[src/rtl/uart_rx_ctrl.sv]
// UART receive controller: start detect, mid-bit sampling, stop check.
// Drives an external SIPO through sample_bit/shift.
module uart_rx_ctrl #(
  parameter int OVERSAMPLE = 16,
  parameter int DATA_BITS  = 8
) (
  input  logic clk,
  input  logic reset,
  input  logic rx,
  input  logic baud_tick,
  output logic sample_bit,
  output logic shift,
  output logic rx_done,
  output logic frame_err,
  output logic busy
);

  localparam int TW = $clog2(OVERSAMPLE);
  localparam int BW = $clog2(DATA_BITS + 1);

  localparam logic [TW-1:0] HALF_END = TW'(OVERSAMPLE / 2 - 1);
  localparam logic [TW-1:0] BIT_END  = TW'(OVERSAMPLE - 1);
  localparam logic [BW-1:0] LAST_BIT = BW'(DATA_BITS - 1);

  typedef enum logic [2:0] {
    IDLE,
    START,
    DATA,
    STOP,
    BREAK
  } state_t;

  state_t state_q, state_d;

  logic [TW-1:0] tick_q, tick_d;
  logic [BW-1:0] bit_q, bit_d;

  logic sync1;
  logic rx_s;

  logic sample_q, sample_d;
  logic shift_q, shift_d;
  logic done_q, done_d;
  logic err_q, err_d;

  logic tick_half;
  logic tick_last;

  assign tick_half = (tick_q == HALF_END);
  assign tick_last = (tick_q == BIT_END);

  always_ff @(posedge clk) begin
    if (reset) begin
      sync1    <= 1'b1;
      rx_s     <= 1'b1;
      state_q  <= IDLE;
      tick_q   <= '0;
      bit_q    <= '0;
      sample_q <= 1'b0;
      shift_q  <= 1'b0;
      done_q   <= 1'b0;
      err_q    <= 1'b0;
    end else begin
      sync1    <= rx;
      rx_s     <= sync1;
      state_q  <= state_d;
      tick_q   <= tick_d;
      bit_q    <= bit_d;
      sample_q <= sample_d;
      shift_q  <= shift_d;
      done_q   <= done_d;
      err_q    <= err_d;
    end
  end

  // Pulses are registered, so each lands in the cycle after its decision tick.
  always_comb begin
    state_d  = state_q;
    tick_d   = tick_q;
    bit_d    = bit_q;
    sample_d = sample_q;
    shift_d  = 1'b0;
    done_d   = 1'b0;
    err_d    = 1'b0;
    if (baud_tick) begin
      unique case (state_q)
        IDLE: begin
          if (!rx_s) begin
            state_d = START;
            tick_d  = '0;
            bit_d   = '0;
          end
        end
        START: begin
          if (tick_half) begin
            tick_d  = '0;
            bit_d   = '0;
            state_d = rx_s ? IDLE : DATA;
          end else begin
            tick_d = tick_q + 1'b1;
          end
        end
        DATA: begin
          if (tick_last) begin
            sample_d = rx_s;
            shift_d  = 1'b1;
            bit_d    = bit_q + 1'b1;
            tick_d   = '0;
            if (bit_q == LAST_BIT) begin
              state_d = STOP;
            end
          end else begin
            tick_d = tick_q + 1'b1;
          end
        end
        STOP: begin
          if (tick_last) begin
            tick_d = '0;
            if (rx_s) begin
              done_d  = 1'b1;
              state_d = IDLE;
            end else begin
              err_d   = 1'b1;
              state_d = BREAK;
            end
          end else begin
            tick_d = tick_q + 1'b1;
          end
        end
        BREAK: begin
          if (rx_s) begin
            state_d = IDLE;
          end
        end
        default: begin
          state_d = IDLE;
        end
      endcase
    end
  end

  assign sample_bit = sample_q;
  assign shift      = shift_q;
  assign rx_done    = done_q;
  assign frame_err  = err_q;
  assign busy       = (state_q != IDLE);

endmodule
[config.mk]
export PLATFORM = sky130hd
export DESIGN_NAME = uart_rx_ctrl
export DESIGN_NICKNAME = d
export VERILOG_FILES = /design/src/rtl/uart_rx_ctrl.sv
export SDC_FILE = /design/constraint.sdc
export NUM_CORES = 1
export LEC_CHECK = 0
export CAP_MARGIN = 25
export CORE_MARGIN = 5
export CORE_UTILIZATION = 50
export CTS_BUF_LIST = sky130_fd_sc_hd__clkbuf_16
export DETAILED_ROUTE_END_ITERATION = 7
export GPL_TIMING_DRIVEN = 0
export PLACE_DENSITY = 0.72
export SLEW_MARGIN = 20
export SYNTH_ARGS = -nofsm -noshare
export SYNTH_HDL_FRONTEND = slang
export SYNTH_SLANG_ARGS = --single-unit
[constraint.sdc]
create_clock -name clk -period 3.3 [get_ports clk]
set_input_delay 0.825 -clock clk [delete_from_list [all_inputs] [get_ports clk]]
set_output_delay 0.825 -clock clk [all_outputs]
set_load 0.02 [all_outputs]
==> impl_metrics.json, run 1 <==
{
  "final_cell_mix": "17 x dfxtp_1, 10 x nor2_1, 8 x a21oi_1",
  "p_leak_nw": 0.3910,
  "utilization_pct": 62.49,
  "yosysSeqAreaShare_pct": 38.36,
  "path_class": "reg -> out",
  "die_h_um": 52.12,
  "drt-wirelength-per-cell_um": 12.90,
  "cts_max_path_buffers": 2,
  "core_area_um2": 1708,
  "routed_wirelength_um": 1780,
  "syn_avg_cell_area_um2": 8.697,
  "worstSetupEndpointType": "output pin",
  "die-area_um2": 2716,
  "drv_cap": 0,
  "worst_setup_path_start_kind": "register",
  "ant_nets": 0,
  "synth-edff-count": 0,
  "fill_cells": 158,
  "synth_area_um2": 887.1,
  "max-vdd-ir-drop_uv": 345.0,
  "grt_antenna_before_repair": 0,
  "globalplace.congestion": 0.8068,
  "fmax_mhz": 402.0,
  "hpwl_um": 1324,
  "rsz0062_at_grt": "no",
  "ys_types": 36,
  "setup_viol": 0,
  "yosys_warnings": 0,
  "slew_headroom_pct": 65.00,
  "fin_crit_ns": 2.487,
  "cp-startpoint": "state_q[0]",
  "finalClockSkew_ns": 0.003539,
  "area_growth_pct": 20.31,
  "htreeDepth": 1,
  "drt_iter0_drc": 17,
  "drc_errors": 0,
  "synth_ff_type": "dfxtp_1",
  "tns_ns": 0,
  "grt_pass1_wl_um": 3215,
  "numCtsBuffers": 3,
  "clock_latency_ns": 0.25,
  "portBuffers": 7,
  "p_per_area_nw_per_um2": 452.1,
  "clock-root-buffer": "clkbuf_16",
  "min-delay-start": "sync1",
  "slew_violations": 0,
  "worstPathRequired_ns": 2.47,
  "crit_fanout": 10,
  "finalHoldViolations": 0,
  "r2r-start": "tick_q[0]",
  "status": "finished clean",
  "ioPinCount": 9,
  "vias": 756,
  "synthArstFlopShare_pct": 0,
  "drt_first_pass_iters": 4,
  "nNetsFinal": 120,
  "ctsHoldBuffers": 0,
  "worstPathArrival_ns": 1.66,
  "syn_nets": 108,
  "start_util_pct": 51.94,
  "overflow": 0,
  "synth_cells": 102,
  "clk_pin_slew_ns": 0.05,
  "rows": 15,
  "post_cts_buffers": 0,
  "synth_seq_cells": 17,
  "grtUsageTotal_pct": 15.98,
  "post_cts_resized": 0,
  "min_path_type": "reg -> reg",
  "antenna_cells": 0,
  "drive_above_1_share_pct": 11.50,
  "die_w_um": 52.12,
  "mostFrequentLayoutCell": "dfxtp_1",
  "timing.final.crit_share_pct": 75.37,
  "viasPerCell": 5.478,
  "worstMarginPinSlew_ns": 0.5215,
  "grt_pass1_vias": 750,
  "grt_max_degree": 11,
  "cts_tree": "yes",
  "cts.sinks": 17
}
[worst paths after layout]
kind / end / slack [ns] / cells past startpoint
max: busy / 0.81 / 3
min: rx_s / 0.40 / 1
max reg2reg: bit_q[3] / 1.58 / 5
min reg2reg: rx_s / 0.40 / 1
[metrics by stage]
step	cells	power [mW]	worst slack, ns	area (µm²)	hold WS (ns)
after floorplan	102	0.2404	1.377	887.1	0.3895
after global placement	134	0.2506	0.7568	988.4	0.3918
after detailed placement	134	0.2516	0.7456	988.4	0.3957
after CTS	138	0.4886	0.8021	1067	0.4074
after global routing	138	0.5070	0.7603	1067	0.4226
final	138	0.4825	0.8127	1067	0.4033
[power by group]
part           internal (mW)  switching, mW
Combinational         0.0152         0.0217
Sequential             0.208        0.00239
Clock                  0.161         0.0744
[worst max-delay path, cell delays in order (launching register included)]
cell	delay, ns
dfxtp_1	0.34
buf_2	0.18
or3_1	0.35
clkdlybuf4s50_1	0.54
[state kept, by name, summed over array words and instances (netlist names)]
| signal | flops |
|---|---|
| bit_q | 4 |
| frame_err | 1 |
| rx_done | 1 |
| rx_s | 1 |
| sample_bit | 1 |
| shift | 1 |
| state_q | 3 |
| sync1 | 1 |
| tick_q | 4 |
[cell families after synthesis]
kind of cell | Yosys count | share of synthesized area [%]
AO/OA/AOI/OAI | 22 | 16.50
XOR/XNOR | 2 | 1.975
adder cells (fa/ha/maj) | 2 | 2.820
buffers and inverters | 7 | 3.385
flip-flops | 17 | 38.36
multiplexers | 4 | 4.795
AND/OR/NAND/NOR | 48 | 32.16
[cells in the mapped netlist (all sizes together) (2+ instances only)]
cell type  number  area, µm²
nand3b          5      37.54
nor2b           2      12.51
nand2           5      18.77
nor2           10      37.54
or2             3      18.77
o21ai           3      15.01
clkbuf          2      7.510
nor3            6      30.03
dfxtp          17      340.3
nand2b          2      12.51
inv             2      7.510
ha              2      25.02
o21a            3      22.52
a21oi           8      40.04
or3             2      12.51
nor3b           2      20.02
nand3           6      30.03
buf             3      15.01
mux2i           2      20.02
a311oi          2      23.77
mux2            2      22.52
o211ai          2      15.01
[area by class of cell]
class,count,area (µm²),share of cell area [%]
Buffer,5,22.52,2.110
Clock buffer,3,75.07,7.034
Clock inverter,1,3.754,0.3517
Inverter,2,7.507,0.7034
Multi-Input combinational cell,78,516.7,48.42
Sequential cell,17,340.3,31.89
Tap cell,25,31.28,2.931
Timing Repair Buffer,7,70.07,6.565
[metal layers]
| layer | part of all wire [%] | up-vias | GRT usage, % |
|---|---|---|---|
| li1 | - | 390 | - |
| met1 | 44 | 349 | 17.46 |
| met2 | 50 | 14 | 27.82 |
| met3 | 4.7 | 3 | 6.304 |
| met4 | 0.96 | 0 | 5.240 |
| met5 | 0 | - | 0 |
Power figures use the tool's default switching activity.
==> run 2: changes to the inputs <==
--- a/config.mk
+++ b/config.mk
@@ -7,7 +7,7 @@
 export LEC_CHECK = 0
 export CAP_MARGIN = 25
 export CORE_MARGIN = 5
-export CORE_UTILIZATION = 50
+export CORE_UTILIZATION = 48
 export CTS_BUF_LIST = sky130_fd_sc_hd__clkbuf_16
 export DETAILED_ROUTE_END_ITERATION = 7
 export GPL_TIMING_DRIVEN = 0
==> constraint.sdc (replaced) <==
create_clock -name clk -period 2.2 [get_ports clk]
set_input_delay 0.55 -clock clk [delete_from_list [all_inputs] [get_ports clk]]
set_output_delay 0.55 -clock clk [all_outputs]
set_load 0.02 [all_outputs]
==> impl_metrics.json, run 2 (synthesis results as in run 1) <==
{
  "die-area_um2": 2808,
  "utilization_pct": 61.15,
  "numCtsBuffers": 3,
  "min-delay-start": "sync1",
  "grtUsageTotal_pct": 17.28,
  "antenna_cells": 0,
  "start_util_pct": 50.82,
  "drv_cap": 0,
  "clock_latency_ns": 0.25,
  "viasPerCell": 5.609,
  "finalHoldViolations": 0,
  "holdWs_ns": 0.4061,
  "drt_iter0_drc": 13,
  "timing.rr.end": "state_q[2]",
  "htreeDepth": 1,
  "slew_headroom_pct": 66.41,
  "drt-wirelength-per-cell_um": 13.67,
  "timing.final.crit_share_pct": 93.82,
  "fin_crit_ns": 2.064,
  "finalClockSkew_ns": 0.005477,
  "grt_pass1_wl_um": 3491,
  "p_per_area_nw_per_um2": 688.3,
  "core_area_um2": 1745,
  "ioPinCount": 9,
  "cts_tree": "yes",
  "holdPathEnd": "rx_s",
  "reg_top3": "bit_q: 4 flops, tick_q: 4 flops, state_q: 3 flops",
  "cts.sinks": 17,
  "placed_area_um2": 988.4,
  "cp_slowest_cell": "clkdlybuf4s50_1",
  "setup_viol": 0,
  "min_path_type": "reg -> reg",
  "slowest_delay_ns": 0.51,
  "cts_max_path_buffers": 2,
  "die_w_um": 52.99,
  "rsz0062_at_grt": "no",
  "crit_fanout": 4,
  "final_cell_mix": "17 x dfxtp_1, 10 x nor2_1, 8 x a21oi_1",
  "vias": 774,
  "final_cell_area_um2": 1067,
  "worstPathArrival_ns": 2.23,
  "clock-root-buffer": "clkbuf_16",
  "worstRegToRegCells": 5,
  "drc_errors": 0,
  "drive_above_1_share_pct": 12.39,
  "post_cts_buffers": 0,
  "nNetsFinal": 120,
  "stdcell_count": 138,
  "portBuffers": 7,
  "p_leak_nw": 0.3939,
  "worst_setup_path_start_kind": "primary input",
  "overflow": 0,
  "post-place-cells": 134,
  "reg2reg_slack_ns": 0.35,
  "slew_violations": 0,
  "hold_depth": 1,
  "path_class": "in -> reg",
  "mostFrequentLayoutCell": "dfxtp_1",
  "globalplace.congestion": 0.8484,
  "ant_nets": 0,
  "grt_antenna_before_repair": 0,
  "grt_pass1_vias": 771,
  "area_growth_pct": 20.31,
  "status": "finished clean",
  "grt_max_degree": 11,
  "max-vdd-ir-drop_uv": 364.4,
  "fmax_mhz": 484.5,
  "clk_pin_slew_ns": 0.05,
  "die_h_um": 52.99,
  "rows": 15,
  "r2r-start": "state_q[1]",
  "crit_chain": "clkdlybuf4s50_1, or2b_1, nor4_4, a41oi_1, a311oi_2",
  "worstSetupEndpointType": "register",
  "worstPathRequired_ns": 2.36,
  "hpwl_um": 1394,
  "fill_cells": 156,
  "worstMarginPinSlew_ns": 0.5005,
  "drt_first_pass_iters": 5,
  "routed_wirelength_um": 1887
}
-- run 2: worst max path at each step --
stage	start	endpoint	slack, ns	depth (start not counted)
after CTS	baud_tick	bit_q[3]	0.13	5
after global routing	baud_tick	bit_q[3]	0.04	5
after detailed placement	baud_tick	bit_q[3]	-0.09	5
after floorplan	baud_tick	bit_q[3]	0.55	4
final	baud_tick	bit_q[3]	0.14	5
after global placement	baud_tick	bit_q[3]	-0.07	5
-- run 2: layout make-up --
| cell class | instances | area, µm² | area share [%] |
|---|---|---|---|
| timing repair buffer | 7 | 68.82 | 6.448 |
| tap | 25 | 31.28 | 2.931 |
| inverter | 2 | 7.507 | 0.7034 |
| sequential | 17 | 340.3 | 31.89 |
| clock buffer | 3 | 75.07 | 7.034 |
| multi-input combinational | 78 | 516.7 | 48.42 |
| buffer | 5 | 22.52 | 2.110 |
| clock inverter | 1 | 5.005 | 0.4689 |
-- run 2: per-stage QoR --
stage | TNS [ns] | setup WS [ns] | total power [mW]
4_1_cts | 0 | 0.1270 | 0.7391
3_3_place_gp | -0.06681 | -0.06681 | 0.3758
5_1_grt | 0 | 0.04240 | 0.7617
6_report | 0 | 0.1360 | 0.7346
2_1_floorplan | 0 | 0.5517 | 0.3607
3_5_place_dp | -0.1745 | -0.09057 | 0.3775
-- run 2: repair_timing --
item,CTS,global route
gates resized for setup,1,0
hold buffers,0,0
setup endpoints to repair,1,0
-- run 2: worst max-delay path, delay by kind of cell --
kind | cells | cell delay (ns)
buffers and inverters | 1 | 0.51
AND/OR/NAND/NOR | 2 | 0.74
AO/OA/AOI/OAI | 2 | 0.43
-- run 2: report_power, final --
part	total, mW	internal (mW)	switching [mW]
Clock	0.364	0.243	0.121
Combinational	0.0547	0.0217	0.0330
Sequential	0.315	0.312	0.00367
Total	0.735	0.577	0.158
-- run 2: routing by layer --
layer / up-vias / wire length, µm / global-route usage [%]
met1: 354 / 810 / 20.17
li1: 392 / - / -
met4: 0 / 42 / 8.936
met2: 23 / 949 / 29.55
met3: 5 / 85 / 3.380
met5: - / 0 / 0
==> run 3: changes to the inputs <==
--- a/config.mk
+++ b/config.mk
@@ -5,7 +5,6 @@
 export SDC_FILE = /design/constraint.sdc
 export NUM_CORES = 1
 export LEC_CHECK = 0
-export CAP_MARGIN = 25
 export CORE_MARGIN = 5
 export CORE_UTILIZATION = 48
 export CTS_BUF_LIST = sky130_fd_sc_hd__clkbuf_16
==> results of run 3 <==
Final layout, timing and power as in run 2 (identical DEF).
==> edit: new RTL, settings of run 1 <==
Change the parameter `OVERSAMPLE` from 16 to 32.
--- a/src/rtl/uart_rx_ctrl.sv
+++ b/src/rtl/uart_rx_ctrl.sv
@@ -1,7 +1,7 @@
 // UART receive controller: start detect, mid-bit sampling, stop check.
 // Drives an external SIPO through sample_bit/shift.
 module uart_rx_ctrl #(
-  parameter int OVERSAMPLE = 16,
+  parameter int OVERSAMPLE = 32,
   parameter int DATA_BITS  = 8
 ) (
   input  logic clk,
Check against the original RTL: no difference found for any inputs over 10 cycles, from zero or initial values and one cycle with reset high; that may be too few to reach the edited logic, so the function may still have changed.
==> edit against run 1 <==
Non-clock buffer count is 1 higher. Routed wire length is 23% higher. Setup slack worse by 180 ps. Power hardly changed. Sequential cell count is 1 higher. Final area is 6.1% higher. Final cell count is 8.7% higher. Area after synthesis is 8.5% higher. Maximum frequency is 6.9% lower. First-iteration DRC count is 88% higher.
==> edit: results (changes against run 1) <==
| Metric | Value |
|---|---|
| IO buf count | 6 (-1) |
| XOR/XNOR share of the synthesized area | 0 (-0.0197) |
| Average routed wire per standard cell | 14.6 um (+13%) |
| Vias in the first global route | 755 (+0.67%) |
| Largest regs | tick_q x5, bit_q x4, state_q x3 |
| GR Util All Layers | 0.178 (+0.0178) |
| Synth area leaders | dfxtp_1, ha_1, a21oi_1 |
| Critical Path Max Stage Delay | 600 ps (+60 ps) |
| Placed cell areas | 1050 um^2 (+6.6%) |
| Layout Nets | 136 (+13%) |
| Share of post-route cells with drive strength above 1 | 0.0800 (-0.0350) |
| Peak supply drop | 257 uV (-25%) |
| Post-synthesis mux area share | 0.0208 (-0.0271) |
| Global-route wire length before repair | 3580 um (+11%) |
| Outcome | finished, final reports clean |
| Slew margin rel. | 0.683 (+0.0334) |
| Final clock skew | 1.72 ps (-1.82 ps) |
| Drt initial violations | 32 (+15) |
| Worst EP arrival | 1850 ps (+190 ps) |
| Post-Synth Adder-Cell Area | 0.0780 (+0.0498) |
| Net Count, Synth | 125 (+16%) |
| Lkg Pwr | 0.421 nW (+7.7%) |
| Drt via density | 5.85 (+6.8%) |
| Compound-gate portion of the synthesized area | 0.189 (+0.0235) |
| Leading cell types by count after synthesis | dfxtp_1, nor2_1, a21oi_1, nand2_1, nand3_1 |
-- edit: metal layers --
metal / vias up / routed length, um / GRT usage
li1: 438 / - / -
met1: 400 / 941 / 0.215
met2: 32 / 1080 / 0.280
met3: 8 / 112 / 0.0471
met4: 0 / 65 / 0.102
met5: - / 0 / 0
-- edit: cell type report --
class	count	area (um^2)
multi-input combinational	84	549
clock inverter	1	3.75
tap	25	31.3
sequential	18	360
inverter	6	22.5
fill	162	651
clock buffer	3	75.1
timing repair buffer	6	60.1
buffer	7	30.0
-- edit: worst reg2reg max path, delay by kind of cell (launching register included) --
kind,cells,cell delay [ps]
adders and majority gates,2,470
and+or+nand+nor,3,760
AOI/OAI and AO/OA,2,440
DFF,1,320
-- edit: logic make-up after synthesis --
| group | Yosys count |
|---|---|
| AOI/OAI and AO/OA | 28 |
| buffers and inverters | 13 |
| muxes | 2 |
| and+or+nand+nor | 48 |
| adders and majority gates | 6 |
| DFF | 18 |
-- edit: worst paths after layout --
| check | start | endpoint | slack [ps] | cells after the start |
|---|---|---|---|---|
| setup / recovery | state_q[0]$_SDFFE_PP0P_ | busy | 630 | 3 |
| hold / removal | sync1$_SDFF_PP1_ | rx_s$_SDFF_PP1_ | 430 | 1 |
| setup reg to reg | tick_q[0]$_SDFFE_PP0P_ | tick_q[3]$_SDFFE_PP0P_ | 1230 | 7 |
| hold reg to reg | sync1$_SDFF_PP1_ | rx_s$_SDFF_PP1_ | 430 | 1 |
-- edit: through the flow --
stage	std cells	util	hold slack, ps	setup WS (ps)
CTS	150	0.635	434	624
floorplan	115	-	389	1440
detailed placement	146	0.591	417	932
global placement	146	0.591	398	952
finish	150	0.635	433	630
global route	150	0.635	431	519
-- edit: power groups by stage --
stage / logic (mW) / clock network, mW / registers, mW
after global placement: 0.0203 / 0 / 0.224
final: 0.0207 / 0.242 / 0.220
after floorplan: 0.0144 / 0 / 0.224
after detailed placement: 0.0206 / 0 / 0.224
after CTS: 0.0207 / 0.247 / 0.220
after global routing: 0.0226 / 0.265 / 0.220
